### src/rtl/mem_arbiter.sv
// Three-requester SRAM arbiter: one access in flight, 1-cycle reads and 2-cycle writes.
// Define MEM_ARB_ROUND_ROBIN_EN for rotating priority; the default is fixed priority D > I > V.
module mem_arbiter (
  input  logic        clk,
  input  logic        rst,
  input  logic        dReq,
  input  logic [1:0]  dCtrl,
  input  logic [15:0] dAddr,
  input  logic [15:0] dWdata,
  input  logic        iReq,
  input  logic [15:0] iAddr,
  input  logic        vReq,
  input  logic [15:0] vAddr,
  output logic        dAck,
  output logic        iAck,
  output logic        vAck,
  output logic [15:0] rdata,
  output logic [15:0] sramAddr,
  output logic [15:0] sramWdata,
  input  logic [15:0] sramRdata,
  output logic        sramOeN,
  output logic        sramWeN,
  output logic        sramDrive,
  output logic        busy
);

  typedef enum logic [1:0] {StIdle, StRead, StWrite1, StWrite2} arbState;

  arbState     state;
  logic [2:0]  grantQ;
  logic        dValid;
  logic [2:0]  eligible;
  logic [2:0]  grantSel;
  logic [15:0] selAddr;
  logic        selWrite;

  assign dValid = dReq && (dCtrl == 2'b01 || dCtrl == 2'b10);
  // A requester whose ack is high this cycle is still holding req; do not grant it again.
  assign eligible = {vReq && !vAck, iReq && !iAck, dValid && !dAck};
  assign busy = (state != StIdle);

`ifdef MEM_ARB_ROUND_ROBIN_EN
  // rrPtr names the requester with highest priority for the next grant.
  logic [1:0] rrPtr;
  logic [1:0] rrNext;

  always_comb begin
    grantSel = 3'b000;
    case (rrPtr)
      2'd1: begin
        if (eligible[1])      grantSel = 3'b010;
        else if (eligible[2]) grantSel = 3'b100;
        else if (eligible[0]) grantSel = 3'b001;
      end
      2'd2: begin
        if (eligible[2])      grantSel = 3'b100;
        else if (eligible[0]) grantSel = 3'b001;
        else if (eligible[1]) grantSel = 3'b010;
      end
      default: begin
        if (eligible[0])      grantSel = 3'b001;
        else if (eligible[1]) grantSel = 3'b010;
        else if (eligible[2]) grantSel = 3'b100;
      end
    endcase
  end

  always_comb begin
    rrNext = 2'd0;
    unique case (grantSel)
      3'b001:  rrNext = 2'd1;
      3'b010:  rrNext = 2'd2;
      default: rrNext = 2'd0;
    endcase
  end
`else
  always_comb begin
    grantSel = 3'b000;
    if (eligible[0])      grantSel = 3'b001;
    else if (eligible[1]) grantSel = 3'b010;
    else if (eligible[2]) grantSel = 3'b100;
  end
`endif

  always_comb begin
    selAddr  = dAddr;
    selWrite = 1'b0;
    unique case (grantSel)
      3'b010:  selAddr = iAddr;
      3'b100:  selAddr = vAddr;
      default: begin
        selAddr  = dAddr;
        selWrite = (dCtrl == 2'b10);
      end
    endcase
  end

  always_ff @(posedge clk) begin
    if (!rst) begin
      state     <= StIdle;
      grantQ    <= 3'b000;
      sramOeN   <= 1'b1;
      sramWeN   <= 1'b1;
      sramDrive <= 1'b0;
      dAck      <= 1'b0;
      iAck      <= 1'b0;
      vAck      <= 1'b0;
      rdata     <= 16'h0000;
      sramAddr  <= 16'h0000;
      sramWdata <= 16'h0000;
`ifdef MEM_ARB_ROUND_ROBIN_EN
      rrPtr     <= 2'd0;
`endif
    end else begin
      {vAck, iAck, dAck} <= 3'b000;
      case (state)
        StIdle: begin
          if (grantSel != 3'b000) begin
            grantQ   <= grantSel;
            sramAddr <= selAddr;
`ifdef MEM_ARB_ROUND_ROBIN_EN
            rrPtr    <= rrNext;
`endif
            if (selWrite) begin
              sramWdata <= dWdata;
              sramDrive <= 1'b1;
              state     <= StWrite1;
            end else begin
              sramOeN <= 1'b0;
              state   <= StRead;
            end
          end
        end
        StRead: begin
          rdata              <= sramRdata;
          sramOeN            <= 1'b1;
          {vAck, iAck, dAck} <= grantQ;
          state              <= StIdle;
        end
        StWrite1: begin
          sramWeN <= 1'b0;
          state   <= StWrite2;
        end
        StWrite2: begin
          sramWeN   <= 1'b1;
          sramDrive <= 1'b0;
          dAck      <= 1'b1;
          state     <= StIdle;
        end
        default: state <= StIdle;
      endcase
    end
  end

endmodule

### config.mk
export PLATFORM = sky130hd
export DESIGN_NAME = mem_arbiter
export DESIGN_NICKNAME = d
export VERILOG_FILES = /design/src/rtl/mem_arbiter.sv
export SDC_FILE = /design/constraint.sdc
export NUM_CORES = 1
export LEC_CHECK = 0
export BUFFER_PORTS_ARGS = -buffer_cell sky130_fd_sc_hd__buf_2
export CAP_MARGIN = 30
export CORE_ASPECT_RATIO = 1.25
export CORE_MARGIN = 10
export CORE_UTILIZATION = 47
export CTS_CLUSTER_DIAMETER = 40
export CTS_CLUSTER_SIZE = 12
export DETAILED_ROUTE_END_ITERATION = 12
export MAX_ROUTING_LAYER = met4
export PLACE_DENSITY = 0.91
export REMOVE_ABC_BUFFERS = 1
export SLEW_MARGIN = 20
export SYNTH_ARGS = -nofsm -noshare
export SYNTH_HDL_FRONTEND = slang
export SYNTH_SLANG_ARGS = --single-unit
### constraint.sdc
create_clock -name clk -period 3.1 [get_ports clk]
set_input_delay 0.62 -clock clk [delete_from_list [all_inputs] [get_ports clk]]
set_output_delay 0.62 -clock clk [all_outputs]
set_load 0.02 [all_outputs]
==> results of run 1 <==
==> power by group through the flow <==
stage / Sequential (uW) / Clock, uW / Combinational (uW)
2_1_floorplan: 919 / 0 / 150
3_3_place_gp: 857 / 0 / 363
3_5_place_dp: 859 / 0 / 371
4_1_cts: 843 / 904 / 373
5_1_grt: 849 / 937 / 402
6_report: 843 / 885 / 369
==> cells by family after synthesis <==
group                    after synthesis
AO/OA/AOI/OAI                         79
adder cells (fa/ha/maj)                1
buffers and inverters                 22
flip-flops                            59
multiplexers                          16
AND/OR/NAND/NOR                       63
==> flip-flops by register name, indices dropped and copies added, names as in the netlist, 2 cells and up <==
name	cells
grantQ	3
rdata	16
sramAddr	16
sramWdata	16
state	2
==> worst paths after layout <==
path / depth (start not counted) / end / startpoint / slack (ns)
setup / recovery: 7 / sramWdata[12] / dCtrl[0] / 1.0
hold / removal: 2 / sramDrive / sramDrive / 0.45
setup reg to reg: 4 / sramWdata[12] / dAck / 1.36
hold reg to reg: 2 / sramDrive / sramDrive / 0.45
==> worst min-delay path, cell delays in order, from the launching register on <==
cell,delay [ns]
dfxtp_1,0.31
inv_1,0.05
a21boi_1,0.05
==> per-layer routing <==
| layer | global-route usage, % | share of wire, % | up-vias |
|---|---|---|---|
| li1 | - | - | 1154 |
| met1 | 18.8 | 42 | 1093 |
| met2 | 28.6 | 49 | 102 |
| met3 | 5.10 | 7.2 | 12 |
| met4 | 7.36 | 2.0 | 0 |
| met5 | - | 0 | - |
==> final cells by class <==
type	count	area, sq um
fillers	434	1660
flip-flops and latches	59	1180
multi-input cells	159	1140
clock inverters	4	95.1
clock buffers	12	165
well taps	62	77.6
inverters	5	18.8
repair buffers	146	743
==> metrics by stage <==
step | hold WS, ns | util (%) | power [uW]
6_report | 0.453 | 67.4 | 2100
4_1_cts | 0.456 | 67.4 | 2120
3_3_place_gp | 0.430 | 62.3 | 1220
2_1_floorplan | 0.431 | - | 1070
5_1_grt | 0.483 | 67.4 | 2190
3_5_place_dp | 0.446 | 62.3 | 1230
==> cell usage after synthesis (2+ instances only) <==
cell type and n:
dfxtp_1 59, nor2b_1 19, a22o_1 16, mux2i_1 16, o2bb2ai_1 14, a21oi_1 13, nand2_1 11, nand2b_1 11
nand3_1 9, a221oi_1 8, buf_2 8, o21ai_0 8, o22ai_1 8, inv_1 4, buf_4 3, buf_6 3
clkbuf_1 3, a21boi_1 2, and2_1 2, nor2_1 2, nor2_2 2, o21ai_1 2, o2bb2ai_2 2
==> layout by cell type, fill, tap and decap left out, types with 5 or more instances in the layout <==
cell         n
a22o_1      16
o21ai_0      8
nor2b_1     19
a21oi_1     13
a221oi_1     8
buf_4        5
dfxtp_1     59
o22ai_1      8
buf_2      141
nand2b_1    11
mux2i_1     16
o2bb2ai_1   14
nand3_1      9
clkbuf_8    12
nand2_1     11
==> results.toml, run 1 <==
[timing]
fin_tns_setup_ns = 0
hold_violations = 0
skew_ns = 0.00660
fmaxAchievable_ghz = 0.476
layout_setup_ws_ns = 0.999
slew_headroom_pct = 51.0
setup_viol_count_final = 0
tightest_slew_ns = 0.731
slew_violations = 0
min_period_over_period_pct = 67.8
rsz0062_at_grt = "false"
fin_crit_ns = 2.10

[route]
ant_nets = 0
wirelength_um = 7410
vias = 2361
drtIter0Drc = 155
drc = 0
routedWlPerCell_um = 16.6
via_per_inst = 5.28
first_pass_iters = 4

[logic_synthesis]
synthArstFlopShare_pct = 0
synthMuxAreaShare_pct = 6.53
synthesis.area_sq_um = 2450
synthXorXnorAreaFrac_pct = 0
synth_edf_count = 0
synth_fa_ha_area_share_pct = 0.510
synth_top_area_share_pct = 48.2
synth_warnings = 0
yosys.area_share.simple_pct = 15.3
yosys.area.top_type = "dfxtp_1"
synth_compound_area_share_pct = 24.3
synth-seq-cells = 59
synth_top_family_by_area = "compound AO/OA/AOI/OAI gates"
seq_area_frac_synth_pct = 48.2
ys.flop_type = "dfxtp_1"
synthCells = 240
ys_types = 38
synth.avg_cell_area_sq_um = 10.2
synth.area.top_cells = "dfxtp_1, mux2i_1, a22o_1"

[setup_path]
critPathMaxStageDelay_ns = 0.49
cp_max_fo = 17
setup.worst_path.start_class = "input pin"
cp-end-kind = "register"
cpMaxStageDelayCell = "nand3_2"
critical_path.cell_chain = "buf_2 -> inv_1 -> ha_1 -> nor3b_4 -> nand3_2 -> mux2i_1 -> nor2b_1"
crit_type = "in -> reg"
critical_path_required_ns = 3.32
critPathTopFamily = "simple AND/OR/NAND/NOR gates"
path_buf_inv = 2
crit_arrival_ns = 2.32

[cells_and_area]
postLayoutCellArea_sq_um = 3420
final_layout_size_suffix_gt1_share_pct = 45.2
areaGrowthSynthToFinish_pct = 39.7
stdcell_count = 447
n_antenna_cell = 0
nets = 468

[global_route]
grt_pass1_wl_um = 11800
grt_pass1_vias = 2517
overflow = 0
grt_usage_pct = 17.2
antenna_found_initial = 0
grt_max_degree = 25

[place]
placed_area_sq_um = 3160
hpwl_um = 5890
place_ws_ns = 0.639
portBuffers = 141
gp_congestion = 0.754
dp.cells = 431

[cts]
cts_sinks = 59
numCtsBuffers = 9
root_buffer = "clkbuf_8"
insertion_delay_ns = 0.33
post_cts_resized = 0
ctsHoldBuffers = 0
cts.clk_slew.worst_paths_ns = 0.07
cts_setup_buffers = 0
cts_tree = "done"
cts_buffer_depth = 2
htreeDepth = 3

[floorplanning]
io_pins = 142
die_y_um = 101
start_util_pct = 48.3
die_area_sq_um = 8520
num_rows = 29
dieWidth_um = 84.6
coreArea_sq_um = 5080

[power_and_ir_drop]
p_leak_uw = 0.00172
peakVddDrop_mv = 0.555
power_frac_clock_pct = 42.2
seqPwrFrac_pct = 40.2
power_density_nw_per_um2 = 612
internal_power_uw = 1570
combPwrFrac_pct = 17.6
switchingPower_uw = 529
swShare_pct = 25.2

[status]
outcome = "finished, final reports clean"

[hold_path]
hold_class = "reg -> reg"

[run]
cap_violations = 0
Power figures use the tool's default switching activity.
==> inputs of run 2 (changes only) <==
--- a/config.mk
+++ b/config.mk
@@ -9,12 +9,12 @@
 export CAP_MARGIN = 30
 export CORE_ASPECT_RATIO = 1.25
 export CORE_MARGIN = 10
-export CORE_UTILIZATION = 47
+export CORE_UTILIZATION = 43
 export CTS_CLUSTER_DIAMETER = 40
 export CTS_CLUSTER_SIZE = 12
 export DETAILED_ROUTE_END_ITERATION = 12
 export MAX_ROUTING_LAYER = met4
-export PLACE_DENSITY = 0.91
+export PLACE_DENSITY = 0.85
 export REMOVE_ABC_BUFFERS = 1
 export SLEW_MARGIN = 20
 export SYNTH_ARGS = -nofsm -noshare
==> constraint.sdc (replaced) <==
create_clock -name clk -period 2 [get_ports clk]
set_input_delay 0.4 -clock clk [delete_from_list [all_inputs] [get_ports clk]]
set_output_delay 0.4 -clock clk [all_outputs]
set_load 0.02 [all_outputs]
==> run 2 against run 1 <==
Via count about the same. Core utilization down 5.4 points. Non-clock buffer count up 8. Final cell count up 2.0%. Hold slack worse by 0.18 ns. Combinational power up 61%. Global-route usage down 0.51 points. Power up 33%. Sequential power up 55%.
==> results.toml, run 2 (same netlist as run 1, synthesis figures left out) <==
[route]
first_pass_iters = 4
routedWlPerCell_um = 16.7
via_per_inst = 5.18
drc = 0
vias = 2360
ant_nets = 0
wirelength_um = 7620
drtIter0Drc = 117

[global_route]
grt_pass1_wl_um = 12100
antenna_found_initial = 0
grt_max_degree = 23
overflow = 0
grt_usage_pct = 16.7
grt_pass1_vias = 2549

[place]
placed_area_sq_um = 3240
portBuffers = 141
gp_congestion = 0.754
hpwl_um = 6100
place_ws_ns = 0.0637

[cells_and_area]
n_antenna_cell = 0
areaGrowthSynthToFinish_pct = 38.7
nets = 476
final_layout_size_suffix_gt1_share_pct = 45.7
regArea_sq_um = 1180
layout_commonest_cell = "buf_2"
final_cell_mix = "buf_2, dfxtp_1, nor2b_1"
nFillCells = 508
postLayoutCellArea_sq_um = 3400
multi_input_area_sq_um = 1140
final_util_pct = 62.0
reg_top3 = "rdata (16), sramAddr (16), sramWdata (16)"

[cts]
insertion_delay_ns = 0.33
cts_tree = "done"
post_cts_resized = 0
htreeDepth = 3
cts_setup_buffers = 0
numCtsBuffers = 9
root_buffer = "clkbuf_8"
cts_buffer_depth = 2
cts_sinks = 59
ctsHoldBuffers = 0
cts.clk_slew.worst_paths_ns = 0.06

[power_and_ir_drop]
p_leak_uw = 0.00172
peakVddDrop_mv = 0.440
power_density_nw_per_um2 = 823

[setup_path]
cpMaxStageDelayCell = "dfxtp_1"
critPathMaxStageDelay_ns = 0.47
cp-end-kind = "output pin"
cp_max_fo = 10
critical_path.cell_chain = "nor2_4 -> inv_1 -> buf_2"
crit_type = "reg -> out"
setup.worst_path.start_class = "register"
critical_path_required_ns = 1.60
crit_arrival_ns = 1.43

[floorplanning]
die_area_sq_um = 9140
start_util_pct = 44.7
coreArea_sq_um = 5480
io_pins = 142
num_rows = 30
die_y_um = 104
dieWidth_um = 87.5

[timing]
tightest_slew_ns = 0.667
rsz0062_at_grt = "false"
hold-worst-slack_ns = 0.268
slew_headroom_pct = 55.5
fin_crit_ns = 1.83
min_period_over_period_pct = 91.5
fmaxAchievable_ghz = 0.546
setup_viol_count_final = 0
hold_violations = 0
layout_setup_ws_ns = 0.169
skew_ns = 0.00625
slew_violations = 0

[run]
cap_violations = 0

[status]
outcome = "finished, final reports clean"

[hold_path]
hold_class = "in -> reg"
==> run 2: power by group <==
part	internal, uW	leakage [uW]	switching (uW)
clock network	470	0.0000860	429
logic	257	0.00115	337
registers	1260	0.000483	44.0
==> run 2: through the flow <==
step	power [uW]	cells	setup TNS (ns)
5_1_grt	2940	456	0
2_1_floorplan	1660	223	-7.47
4_1_cts	2830	456	0
3_3_place_gp	1910	441	0
6_report	2800	456	0
3_5_place_dp	1930	441	0
==> run 2: cell type report <==
class                      instances  area share, %
tap                               64           2.36
timing repair buffer             154           24.0
clock buffer                      12           4.27
sequential                        59           34.7
clock inverter                     3          0.442
inverter                           5          0.552
multi-input combinational        159           33.6
==> run 2: worst max-delay path: cells and delay by family, from the launching register on <==
family,cells,cell delay [ns]
AND/OR/NAND/NOR,1,0.11
buffers and inverters,2,0.52
flip-flops,1,0.47
==> run 2: final timing paths <==
check             startpoint           end  slack, ns  cells past startpoint
setup reg to reg        iAck  sramAddr[14]       0.43                      4
hold reg to reg      sramWeN       sramWeN       0.45                      2
hold / removal     vAddr[10]  sramAddr[10]       0.27                      2
setup / recovery    state[1]          busy       0.17                      3
==> run 2: layer usage <==
metal  wire, um  vias to the layer above  part of all wire, %  global-route usage, %
met5          0                        -                    0                      -
met2       3890                       93                   51                   27.7
met1       3120                     1086                   41                   18.3
met3        460                       11                  6.0                   4.23
met4        161                        0                  2.1                   6.96
li1           -                     1170                    -                      -
==> inputs of run 3 (changes only) <==
--- a/config.mk
+++ b/config.mk
@@ -5,10 +5,9 @@
 export SDC_FILE = /design/constraint.sdc
 export NUM_CORES = 1
 export LEC_CHECK = 0
-export BUFFER_PORTS_ARGS = -buffer_cell sky130_fd_sc_hd__buf_2
+export BUFFER_PORTS_ARGS = -buffer_cell sky130_fd_sc_hd__buf_4
 export CAP_MARGIN = 30
 export CORE_ASPECT_RATIO = 1.25
-export CORE_MARGIN = 10
 export CORE_UTILIZATION = 43
 export CTS_CLUSTER_DIAMETER = 40
 export CTS_CLUSTER_SIZE = 12
==> run 3 against run 2 <==
Cell area grew 12%. Final cell count grew 0.22%. Critical path type unchanged. Clock skew shrank 0.0017 ns. Worst setup slack gained 0.048 ns. Core utilization grew 8.2 points. Power grew 14%. First-iteration DRC count shrank 20%. Critical path depth is the same. Sequential share of layout area shrank 3.8 points. Clock power grew 35%. Die area shrank 34%. Sequential power is essentially flat.
==> results.toml, run 3 (same netlist as run 1, synthesis figures left out) <==
[cells_and_area]
final_cell_mix = "buf_4, dfxtp_1, nor2b_1"
nFillCells = 434
nets = 476
n_antenna_cell = 0
postLayoutCellArea_sq_um = 3820
areaGrowthSynthToFinish_pct = 55.8
layout_commonest_cell = "buf_4"
final_util_pct = 70.2
reg_top3 = "rdata (16), sramAddr (16), sramWdata (16)"
final_layout_size_suffix_gt1_share_pct = 46.1

[global_route]
grt_usage_pct = 22.6
antenna_found_initial = 0
overflow = 0
grt_pass1_wl_um = 10600
grt_max_degree = 42
grt_pass1_vias = 2457

[timing]
slew_headroom_pct = 55.1
hold_violations = 0
min_period_over_period_pct = 89.1
setup_viol_count_final = 0
rsz0062_at_grt = "false"
slew_violations = 0
fin_crit_ns = 1.78
fmaxAchievable_ghz = 0.561
tightest_slew_ns = 0.674
skew_ns = 0.00457

[setup_path]
critical_path_required_ns = 1.60
crit_type = "reg -> out"
r2r_cells = 4
worstReg2RegStart = "iAck"
cp_max_fo = 10
cp-end-kind = "output pin"
reg2reg_to = "sramAddr[13]"
setup.worst_path.start_class = "register"
crit_arrival_ns = 1.38
regToRegSetupSlack_ns = 0.39

[floorplanning]
coreArea_sq_um = 5440
start_util_pct = 45.0
dieWidth_um = 69.5
io_pins = 142
die_area_sq_um = 6010
num_rows = 30
die_y_um = 86.4

[power_and_ir_drop]
power_density_nw_per_um2 = 837
p_leak_uw = 0.00183
peakVddDrop_mv = 0.654

[route]
routedWlPerCell_um = 14.6
vias = 2424
first_pass_iters = 4
drc = 0
ant_nets = 0
via_per_inst = 5.30
drtIter0Drc = 94
wirelength_um = 6680

[cts]
cts_tree = "done"
root_buffer = "clkbuf_8"
insertion_delay_ns = 0.32
cts_setup_buffers = 0
htreeDepth = 3
cts_sinks = 59
ctsHoldBuffers = 0
numCtsBuffers = 9
cts.clk_slew.worst_paths_ns = 0.06
cts_buffer_depth = 2
post_cts_resized = 0

[status]
outcome = "finished, final reports clean"

[hold_path]
min_from = "vAddr[14]"
worstHoldPathCells = 2
hold_class = "in -> reg"
hold_end = "sramAddr[14]"

[place]
gp_congestion = 0.823
placed_area_sq_um = 3590
hpwl_um = 5130
portBuffers = 141

[run]
cap_violations = 0
## run 3: final cells by class
type,instances,area [sq um],area share (%)
inverter,5,18.8,0.491
multi-input combinational,159,1140,29.9
clock buffer,12,155,4.06
sequential,59,1180,30.9
tap,64,80.1,2.10
clock inverter,4,72.6,1.90
timing repair buffer,154,1170,30.6
## run 3: report_power, final
group	total (uW)	switching, uW	leakage (uW)	internal (uW)
Sequential	1310	48.6	0.000483	1260
Combinational	682	334	0.00123	348
Clock	1210	438	0.000113	768
## run 3: worst max-delay path, stage by stage (launching register included)
cell	delay [ns]
dfxtp_1	0.46
nor2_4	0.11
inv_1	0.28
buf_4	0.21
## run 3: per-stage QoR
stage | hold WS [ns] | setup WS [ns] | instances | setup TNS [ns] | total power [uW]
after floorplan | 0.431 | -0.256 | 223 | -7.47 | 1660
after global placement | 0.440 | 0.102 | 441 | 0 | 2000
after detailed placement | 0.453 | 0.0496 | 441 | 0 | 2020
after CTS | 0.264 | 0.219 | 457 | 0 | 3230
after global routing | 0.263 | 0.130 | 457 | 0 | 3340
final | 0.278 | 0.217 | 457 | 0 | 3200
## run 3: worst max-delay path by stage
stage	endpoint	slack, ns	startpoint
finish	busy	0.22	state[1]
global route	busy	0.13	state[1]
CTS	busy	0.22	state[1]
detailed placement	sramAddr[15]	0.05	dCtrl[0]
global placement	sramAddr[14]	0.10	dCtrl[0]
floorplan	sramOeN	-0.26	dCtrl[0]
## run 3: per-layer routing
layer / vias up / wire [um] / share of wire [%] / global-route usage [%]
li1: 1179 / - / - / -
met2: 110 / 3520 / 53 / 40.0
met4: 0 / 93 / 1.4 / 8.91
met3: 12 / 438 / 6.6 / 5.70
met1: 1123 / 2620 / 39 / 24.3
met5: - / 0 / 0 / -
